--- src/rtl/uart_opponent_rx.sv ---
// uart_opponent_rx
// Receives opponent position packets over a UART line (16x oversampling) and
// presents the decoded X/Y position and heading as registered values that only
// ever change together, when a whole packet has been accepted.
//
// Packet: A5, X[7:0], Y[7:0], {X[9:8], Y[9:8], dir[1:0], 2'b00}
//         (+ XOR of bytes 1..3 when UART_CHECKSUM_EN is defined).
//
// Ports:
//   clk           system clock
//   rst           asynchronous active-high reset
//   rx            serial input, idle high, asynchronous to clk
//   xpos_op       opponent X position (10 bits)
//   ypos_op       opponent Y position (10 bits)
//   direction_op  opponent heading (0 up, 1 down, 2 left, 3 right)
//   frame_valid   one-cycle pulse on every committed packet
//   err_count     saturating count of framing, timeout and checksum errors
//
// Optional feature macro: UART_CHECKSUM_EN (adds the checksum byte and CHK state).

`timescale 1ns/1ps

module uart_opponent_rx #(
  parameter int unsigned CLK_FREQ     = 65_000_000,
  parameter int unsigned BAUD         = 115_200,
  parameter int unsigned X_RST        = 300,
  parameter int unsigned Y_RST        = 2,
  parameter int unsigned TIMEOUT_BITS = 20
) (
  input  logic       clk,
  input  logic       rst,
  input  logic       rx,
  output logic [9:0] xpos_op,
  output logic [9:0] ypos_op,
  output logic [1:0] direction_op,
  output logic       frame_valid,
  output logic [7:0] err_count
);

  localparam int unsigned DIV_RAW  = CLK_FREQ / (BAUD * 16);
  localparam int unsigned DIV      = (DIV_RAW < 1) ? 1 : DIV_RAW;
  localparam int unsigned DIV_W    = $clog2(DIV + 1);
  localparam int unsigned TO_TICKS = 16 * TIMEOUT_BITS;
  localparam int unsigned TO_W     = $clog2(TO_TICKS + 1);

  typedef enum logic [1:0] {RxIdle, RxStart, RxData, RxStop} rx_state_e;
  typedef enum logic [2:0] {
    PsHunt,
    PsXlo,
    PsYlo,
`ifdef UART_CHECKSUM_EN
    PsHi,
    PsChk
`else
    PsHi
`endif
  } ps_state_e;

  // ---------------------------------------------------------------------------
  // Input synchroniser; rx_prev_q is only used for falling-edge detection.
  // ---------------------------------------------------------------------------
  logic rx_meta_q, rx_sync_q, rx_prev_q;

  always_ff @(posedge clk or posedge rst) begin
    if (rst) begin
      rx_meta_q <= 1'b1;
      rx_sync_q <= 1'b1;
      rx_prev_q <= 1'b1;
    end else begin
      rx_meta_q <= rx;
      rx_sync_q <= rx_meta_q;
      rx_prev_q <= rx_sync_q;
    end
  end

  // ---------------------------------------------------------------------------
  // Oversample tick generator. Restarted on a start edge so the 8-tick
  // mid-bit sample point is measured from the edge itself.
  // ---------------------------------------------------------------------------
  rx_state_e        rx_st_q, rx_st_d;
  logic [DIV_W-1:0] div_q;
  logic             tick;
  logic             start_det;

  assign tick      = (div_q == DIV_W'(DIV - 1));
  assign start_det = (rx_st_q == RxIdle) && rx_prev_q && !rx_sync_q;

  always_ff @(posedge clk or posedge rst) begin
    if (rst) begin
      div_q <= '0;
    end else if (start_det || tick) begin
      div_q <= '0;
    end else begin
      div_q <= div_q + DIV_W'(1);
    end
  end

  // ---------------------------------------------------------------------------
  // Byte receiver FSM
  // ---------------------------------------------------------------------------
  logic [3:0] tick_cnt_q, tick_cnt_d;
  logic [2:0] bit_cnt_q, bit_cnt_d;
  logic [7:0] shift_q, shift_d;
  logic       byte_ok;
  logic       frame_err;

  always_ff @(posedge clk or posedge rst) begin
    if (rst) begin
      rx_st_q    <= RxIdle;
      tick_cnt_q <= '0;
      bit_cnt_q  <= '0;
      shift_q    <= '0;
    end else begin
      rx_st_q    <= rx_st_d;
      tick_cnt_q <= tick_cnt_d;
      bit_cnt_q  <= bit_cnt_d;
      shift_q    <= shift_d;
    end
  end

  always_comb begin
    rx_st_d    = rx_st_q;
    tick_cnt_d = tick_cnt_q;
    bit_cnt_d  = bit_cnt_q;
    shift_d    = shift_q;
    byte_ok    = 1'b0;
    frame_err  = 1'b0;
    case (rx_st_q)
      RxIdle: begin
        if (start_det) begin
          rx_st_d    = RxStart;
          tick_cnt_d = '0;
        end
      end
      RxStart: begin
        if (tick) begin
          if (tick_cnt_q == 4'd7) begin
            tick_cnt_d = '0;
            bit_cnt_d  = '0;
            // A high line at mid start bit is a glitch: drop it silently.
            rx_st_d    = rx_sync_q ? RxIdle : RxData;
          end else begin
            tick_cnt_d = tick_cnt_q + 4'd1;
          end
        end
      end
      RxData: begin
        if (tick) begin
          if (tick_cnt_q == 4'd15) begin
            tick_cnt_d = '0;
            shift_d    = {rx_sync_q, shift_q[7:1]};  // LSB first
            bit_cnt_d  = bit_cnt_q + 3'd1;
            if (bit_cnt_q == 3'd7) begin
              rx_st_d = RxStop;
            end
          end else begin
            tick_cnt_d = tick_cnt_q + 4'd1;
          end
        end
      end
      RxStop: begin
        if (tick) begin
          if (tick_cnt_q == 4'd15) begin
            tick_cnt_d = '0;
            rx_st_d    = RxIdle;
            byte_ok    = rx_sync_q;
            frame_err  = !rx_sync_q;
          end else begin
            tick_cnt_d = tick_cnt_q + 4'd1;
          end
        end
      end
      default: rx_st_d = RxIdle;
    endcase
  end

  // ---------------------------------------------------------------------------
  // Packet parser
  // ---------------------------------------------------------------------------
  ps_state_e       ps_q, ps_d;
  logic [7:0]      xlo_q, xlo_d;
  logic [7:0]      ylo_q, ylo_d;
`ifdef UART_CHECKSUM_EN
  logic [7:0]      hi_q, hi_d;
`endif
  logic [TO_W-1:0] to_cnt_q, to_cnt_d;
  logic [7:2]      hi_sel;
  logic            timeout;
  logic            commit;
  logic            err_inc;
  logic [9:0]      xpos_q, ypos_q;
  logic [1:0]      dir_q;
  logic            fv_q;
  logic [7:0]      err_q;

  always_comb begin
    ps_d    = ps_q;
    xlo_d   = xlo_q;
    ylo_d   = ylo_q;
`ifdef UART_CHECKSUM_EN
    hi_d    = hi_q;
    hi_sel  = hi_q[7:2];
`else
    hi_sel  = shift_q[7:2];
`endif
    commit  = 1'b0;
    err_inc = 1'b0;
    timeout = (ps_q != PsHunt) && (to_cnt_q >= TO_W'(TO_TICKS));

    // Inter-byte gap counter: runs only while a packet is in progress.
    if (ps_q == PsHunt || byte_ok) begin
      to_cnt_d = '0;
    end else if (tick && !timeout) begin
      to_cnt_d = to_cnt_q + TO_W'(1);
    end else begin
      to_cnt_d = to_cnt_q;
    end

    // Framing error wins over timeout; either costs exactly one count.
    if (frame_err) begin
      ps_d    = PsHunt;
      err_inc = 1'b1;
    end else if (byte_ok) begin
      case (ps_q)
        PsHunt: if (shift_q == 8'hA5) ps_d = PsXlo;
        PsXlo: begin
          xlo_d = shift_q;
          ps_d  = PsYlo;
        end
        PsYlo: begin
          ylo_d = shift_q;
          ps_d  = PsHi;
        end
`ifdef UART_CHECKSUM_EN
        PsHi: begin
          hi_d = shift_q;
          ps_d = PsChk;
        end
        PsChk: begin
          ps_d = PsHunt;
          if (shift_q == (xlo_q ^ ylo_q ^ hi_q)) begin
            commit = 1'b1;
          end else begin
            err_inc = 1'b1;
          end
        end
`else
        PsHi: begin
          ps_d   = PsHunt;
          commit = 1'b1;
        end
`endif
        default: ps_d = PsHunt;
      endcase
    end else if (timeout) begin
      ps_d    = PsHunt;
      err_inc = 1'b1;
    end
  end

  always_ff @(posedge clk or posedge rst) begin
    if (rst) begin
      ps_q     <= PsHunt;
      xlo_q    <= '0;
      ylo_q    <= '0;
`ifdef UART_CHECKSUM_EN
      hi_q     <= '0;
`endif
      to_cnt_q <= '0;
      xpos_q   <= 10'(X_RST);
      ypos_q   <= 10'(Y_RST);
      dir_q    <= '0;
      fv_q     <= 1'b0;
      err_q    <= '0;
    end else begin
      ps_q     <= ps_d;
      xlo_q    <= xlo_d;
      ylo_q    <= ylo_d;
`ifdef UART_CHECKSUM_EN
      hi_q     <= hi_d;
`endif
      to_cnt_q <= to_cnt_d;
      fv_q     <= commit;
      // All three outputs load together so they never mix two packets.
      if (commit) begin
        xpos_q <= {hi_sel[7:6], xlo_q};
        ypos_q <= {hi_sel[5:4], ylo_q};
        dir_q  <= hi_sel[3:2];
      end
      if (err_inc && (err_q != 8'hFF)) begin
        err_q <= err_q + 8'd1;
      end
    end
  end

  assign xpos_op      = xpos_q;
  assign ypos_op      = ypos_q;
  assign direction_op = dir_q;
  assign frame_valid  = fv_q;
  assign err_count    = err_q;

endmodule

--- config.mk ---
export PLATFORM = sky130hd
export DESIGN_NAME = uart_opponent_rx
export DESIGN_NICKNAME = d
export VERILOG_FILES = /design/src/rtl/uart_opponent_rx.sv
export SDC_FILE = /design/constraint.sdc
export NUM_CORES = 1
export LEC_CHECK = 0
export BUFFER_PORTS_ARGS = -buffer_cell sky130_fd_sc_hd__buf_4
export CORE_MARGIN = 5
export CORE_UTILIZATION = 59
export DETAILED_ROUTE_END_ITERATION = 7
export PLACE_DENSITY_LB_ADDON = 0.25
export SYNTH_ARGS = -nofsm -noshare
export SYNTH_HDL_FRONTEND = slang
export SYNTH_SLANG_ARGS = --single-unit
--- constraint.sdc ---
create_clock -name clk -period 3.37 [get_ports clk]
set_input_delay 0.5055 -clock clk [delete_from_list [all_inputs] [get_ports clk]]
set_output_delay 0.5055 -clock clk [all_outputs]
set_load 0.1 [all_outputs]
==> impl_metrics.yaml, run 1 <==
run_status:
  status: "finished clean"
run:
  cap_violations: 0
yosys:
  synth_nets: 308
  yosys.area.top_type_share_pct: 49.6
  synth_cells: 292
  synth_seq_area_share_pct: 55.1
  async_reset_ff_share_pct: 100
  synth_seq_cells: 84
  synthTopCellsByArea: "dfrtp_1, mux2_2, mux2_4"
  synth_ff_type: "dfrtp_1"
  yosysTopAreaCell: "dfrtp_1"
  synth_edf_count: 0
  ys_warn_count: 0
  syn_area_sq_um: 3830
  syn_area_per_cell_sq_um: 13.1
  ys_types: 44
critical_path:
  endpoint_kind: "register"
  crit_required_ns: 3.61
  cp_max_fo: 23
  crit_start: "div_q[0]$_DFF_PP0_"
  arrival_ns: 2.79
  rr_startpoint: "div_q[0]$_DFF_PP0_"
  path_class: "register to register"
  start_kind: "register"
clocking:
  cts_setup_buffers: 0
  clock-sinks: 84
  cts_resized: 0
  hold_buffers: 0
  cts_root_buffer: "clkbuf_8"
  htreeDepth: 3
  cts_buffers: 9
  cts_tree: "done"
  cts.clk_slew.worst_paths_ns: 0.08
  clk_path_buf_depth: 2
  insertion_delay_ns: 0.35
floorplan:
  dieWidth_um: 90.6
  start_util_pct: 60.4
  die_area_sq_um: 8210
  die_h_um: 90.6
  coreArea_sq_um: 6350
  rows: 29
  top_level_ports: 34
finish:
  antennaDiodeCount: 0
  drive_above_1_share_pct: 35.9
  synthToLayoutAreaGrowth_pct: 13.4
  final_cells: 411
  seqCellArea_sq_um: 2110
  finalInstanceArea_sq_um: 4350
  utilization_pct: 68.5
  final_nets: 345
  multi_input_area_sq_um: 1630
  n_fill_cell: 457
timing:
  period_needed_ns: 2.55
  finalMaxSlewViolations: 0
  slew_headroom_pct: 44.9
  setup_slack_ns: 0.821
  rsz0062_at_grt: "no"
  period_share_pct: 75.6
  report.final.setup_viol: 0
  worst_hold_slack_ns: 0.257
  finalHoldViolations: 0
  skew_ns: 0.00946
  max_freq_ghz: 0.392
  tightest_slew_ns: 0.825
  tns_ns: 0
hold_path:
  min_from: "rx"
  hold_class: "input pin to register"
drt:
  wl_mm: 6.41
  vias: 2268
  vias_per_cell: 5.52
  drtIter0Drc: 80
  drt_first_pass_iters: 6
  drc: 0
  detail-route-antenna-nets: 0
  wl_per_cell_um: 15.6
placement:
  placed_area_sq_um: 4140
  port_buffers: 33
  dp.cells: 395
  place.gp.congestion: 0.789
  post-place-ws_ns: 0.808
  dp_hpwl_mm: 4.42
grt:
  grt_pass1_wl_mm: 11.3
  grt_max_degree: 50
  grt_overflow: 0
  antenna_found_initial: 0
  grt_usage_pct: 17.1
  grt_pass1_vias: 2339
pwr:
  p_per_area_nw_per_um2: 462
  p_leak_nw: 2.21
  ir_worst_vdd_uv: 429
  power.total_mw: 2.01
synth_stat cells (3+ instances only):
cell      number
buf_2          4
a21oi_1        3
nand4_1        3
mux2_2        30
and3_1         8
dfrtp_1       76
nor3_1        10
nor2b_1        3
nand2_1       12
xnor2_1       11
mux2_4        20
nand3_1       12
ha_1          13
dfstp_2        8
clkbuf_1       3
inv_1          9
o21ai_0        7
nor2_1        18
a41oi_1        3
a22o_1         3
xor2_1         6
area by class of cell:
cell class | count | share of cell area [%]
flip-flops and latches | 84 | 48.5
well taps | 77 | 2.21
clock inverters | 6 | 1.64
repair buffers | 36 | 6.21
multi-input cells | 189 | 37.4
clock buffers | 10 | 3.16
inverters | 9 | 0.805
cell families after synthesis:
| group | synth area share, % |
|---|---|
| and+or+nand+nor | 12.0 |
| muxes | 17.2 |
| AOI/OAI and AO/OA | 5.15 |
| xor gates and xnor gates | 3.88 |
| buffers and inverters | 2.48 |
| DFF | 55.1 |
| adders and majority gates | 4.24 |
metal layers:
metal,vias up,part of all wire (%),routed length (um),GRT usage [%]
met4,0,2.1,136,8.68
met1,1125,48,3060,23.1
met3,11,2.2,139,3.25
li1,1107,-,-,-
met5,-,0,0,0
met2,25,48,3080,26.2
worst paths after layout:
path | end | slack [ns] | cells past startpoint
worst max-delay path | ypos_op[7]$_DFFE_PP0P_ | 0.82 | 7
worst min-delay path | rx_meta_q$_DFF_PP1_ | 0.26 | 1
worst max register to register | ypos_op[7]$_DFFE_PP0P_ | 0.82 | 7
worst min register to register | rx_sync_q$_DFF_PP1_ | 0.36 | 0
max in group asynchronous | ypos_op[1]$_DFFE_PP1P_ | 2.23 | 3
min in group asynchronous | err_count[0]$_DFFE_PP0P_ | 0.29 | 2
critical path: stages, from the launching register on:
cell	delay, ns
dfrtp_1	0.42
inv_1	0.07
ha_1	0.18
nand4bb_4	0.18
nor3_4	0.26
and3_1	0.55
nand2_4	0.36
mux2_4	0.39
registers in the layout (all words and copies together), names as in the netlist, 4 cells and up, named ones only:
signal      flops
err_count       8
shift_q         8
to_cnt_q        9
xlo_q           8
div_q           6
xpos_op        10
ylo_q           8
ypos_op        10
tick_cnt_q      4
report_power, final:
group          total (mW)  internal [mW]  switching [mW]
Combinational       0.152         0.0722          0.0803
Clock               0.731          0.367           0.364
Sequential           1.12           1.05          0.0720
cells in the final DEF (no fill, tap or decap), drive strengths merged, types with 2 or more instances in the layout:
master    count
buf          36
nand4         4
a41oi         3
dfrtp        76
ha           13
nand2        15
a32o          2
clkinvlp      2
nor3         11
nand3        12
nor2         18
nor2b         3
mux2         51
clkbuf       10
a22o          3
inv           9
and3          8
or4bb         2
o21a          2
xor2          6
clkinv        3
a21oi         3
a31oi         2
and2          2
xnor2        11
or2           2
o21ai         7
dfstp         8
Power figures use the tool's default switching activity.
==> run 2: changes to the inputs <==
CORE_UTILIZATION = 53   (was 59)
clock period = 2.3 ns   (was 3.37 ns; I/O delays follow)
==> impl_metrics.yaml, run 2 (same netlist as run 1, synthesis figures left out) <==
finish:
  seqCellArea_sq_um: 2110
  antennaDiodeCount: 0
  final_cells: 439
  n_fill_cell: 593
  multi_input_area_sq_um: 1640
  drive_above_1_share_pct: 37.4
  utilization_pct: 62.4
  synthToLayoutAreaGrowth_pct: 16.2
  final_cell_mix: "dfrtp_1, buf_4, mux2_2"
  final_nets: 351
  final_common_cell: "dfrtp_1"
pwr:
  p_comb_share_pct: 8.3
  p_sw_mw: 0.790
  clockPowerShare_pct: 38.6
  power.internal_mw: 2.29
  p_seq_share_pct: 53.1
  p_per_area_nw_per_um2: 691
  ir_worst_vdd_uv: 415
  p_leak_nw: 2.23
  p_sw_share_pct: 25.6
timing:
  period_share_pct: 93.3
  report.final.setup_viol: 0
  tightest_slew_ns: 0.680
  max_freq_ghz: 0.466
  worst_hold_slack_ns: 0.0804
  finalHoldViolations: 0
  tns_ns: 0
  rsz0062_at_grt: "no"
  finalMaxSlewViolations: 0
  skew_ns: 0.0100
  slew_headroom_pct: 54.7
  period_needed_ns: 2.14
floorplan:
  rows: 31
  die_h_um: 95.1
  die_area_sq_um: 9040
  coreArea_sq_um: 7140
  start_util_pct: 53.7
  dieWidth_um: 95.1
  top_level_ports: 34
clocking:
  htreeDepth: 3
  cts.clk_slew.worst_paths_ns: 0.09
  cts_root_buffer: "clkbuf_8"
  cts_buffers: 9
  clk_path_buf_depth: 2
  cts_tree: "done"
  clock-sinks: 84
  insertion_delay_ns: 0.35
  hold_buffers: 0
run_status:
  status: "finished clean"
drt:
  drtIter0Drc: 107
  wl_mm: 6.61
  drc: 0
  vias_per_cell: 5.37
  drt_first_pass_iters: 4
  vias: 2356
  detail-route-antenna-nets: 0
  wl_per_cell_um: 15.1
critical_path:
  cp_max_fo: 9
  endpoint_kind: "register"
  start_kind: "register"
  arrival_ns: 2.39
  critical_path.max_stage_delay_ns: 0.42
  rr_startpoint: "div_q[0]$_DFF_PP0_"
  path_class: "register to register"
  crit_start: "div_q[0]$_DFF_PP0_"
  crit_buf_inv: 1
  path_delay_family: "multiplexers"
  crit_required_ns: 2.54
  cpMaxStageDelayCell: "dfrtp_1"
  path_cells: "inv_1, ha_1, nand4bb_4, nor4b_2, mux2_4, nand4_1, mux2_2"
run:
  cap_violations: 0
grt:
  grt_max_degree: 56
  antenna_found_initial: 0
  grt_pass1_vias: 2429
  grt_usage_pct: 16.4
  grt_overflow: 0
  grt_pass1_wl_mm: 11.5
placement:
  dp_hpwl_mm: 4.56
  port_buffers: 33
  place.gp.congestion: 0.798
  dp.cells: 423
hold_path:
  hold_class: "input pin to asynchronous set/reset pin"
[run 2: power groups by stage]
| stage | clock network (mW) | registers (mW) | logic, mW |
|---|---|---|---|
| 2_1_floorplan | 0 | 1.62 | 0.234 |
| 3_5_place_dp | 0 | 1.66 | 0.260 |
| 3_3_place_gp | 0 | 1.66 | 0.252 |
| 4_1_cts | 1.23 | 1.63 | 0.261 |
| 6_report | 1.19 | 1.64 | 0.254 |
| 5_1_grt | 1.29 | 1.64 | 0.291 |
[run 2: what timing repair did]
action | CTS | global route
endpoints found under the setup margin | 0 | 22
setup buffers | 0 | 0
gates resized for setup | 0 | 2
[run 2: path summary, 6_finish.rpt]
check | endpoint | slack [ns] | cells after the start
min | xpos_op[4]$_DFFE_PP0P_ | 0.08 | 3
min reg2reg | rx_sync_q$_DFF_PP1_ | 0.36 | 0
max | err_count[7]$_DFFE_PP0P_ | 0.16 | 7
min in group clk | rx_meta_q$_DFF_PP1_ | 0.10 | 1
max reg2reg | err_count[7]$_DFFE_PP0P_ | 0.16 | 7
max in group asynchronous | div_q[2]$_DFF_PP0_ | 1.63 | 3
[run 2: per-layer routing]
layer	vias to the layer above	track usage (%)	wire length [um]
met2	35	25.4	3210
li1	1117	-	-
met4	0	6.49	74
met3	7	4.26	212
met1	1197	22.2	3110
met5	-	0	0
[run 2: metrics by stage]
step / setup WS (ns) / power, mW / cell area, sq um
2_1_floorplan: 0.102 / 1.85 / 3840
3_3_place_gp: 0.151 / 1.91 / 4220
3_5_place_dp: 0.0867 / 1.92 / 4220
4_1_cts: 0.0744 / 3.13 / 4450
5_1_grt: 0.0345 / 3.22 / 4460
6_report: 0.155 / 3.08 / 4460
[run 2: worst min-delay path: stages]
cell and delay, ns:
buf_4 0.12, clkinvlp_4 0.06, buf_4 0.33
[run 2: final cells by class]
class,count,area share [%]
sequential,84,47.4
multi-input combinational,189,36.8
timing repair buffer,42,7.08
clock buffer,9,2.78
tap,99,2.78
clock inverter,7,2.36
inverter,9,0.842
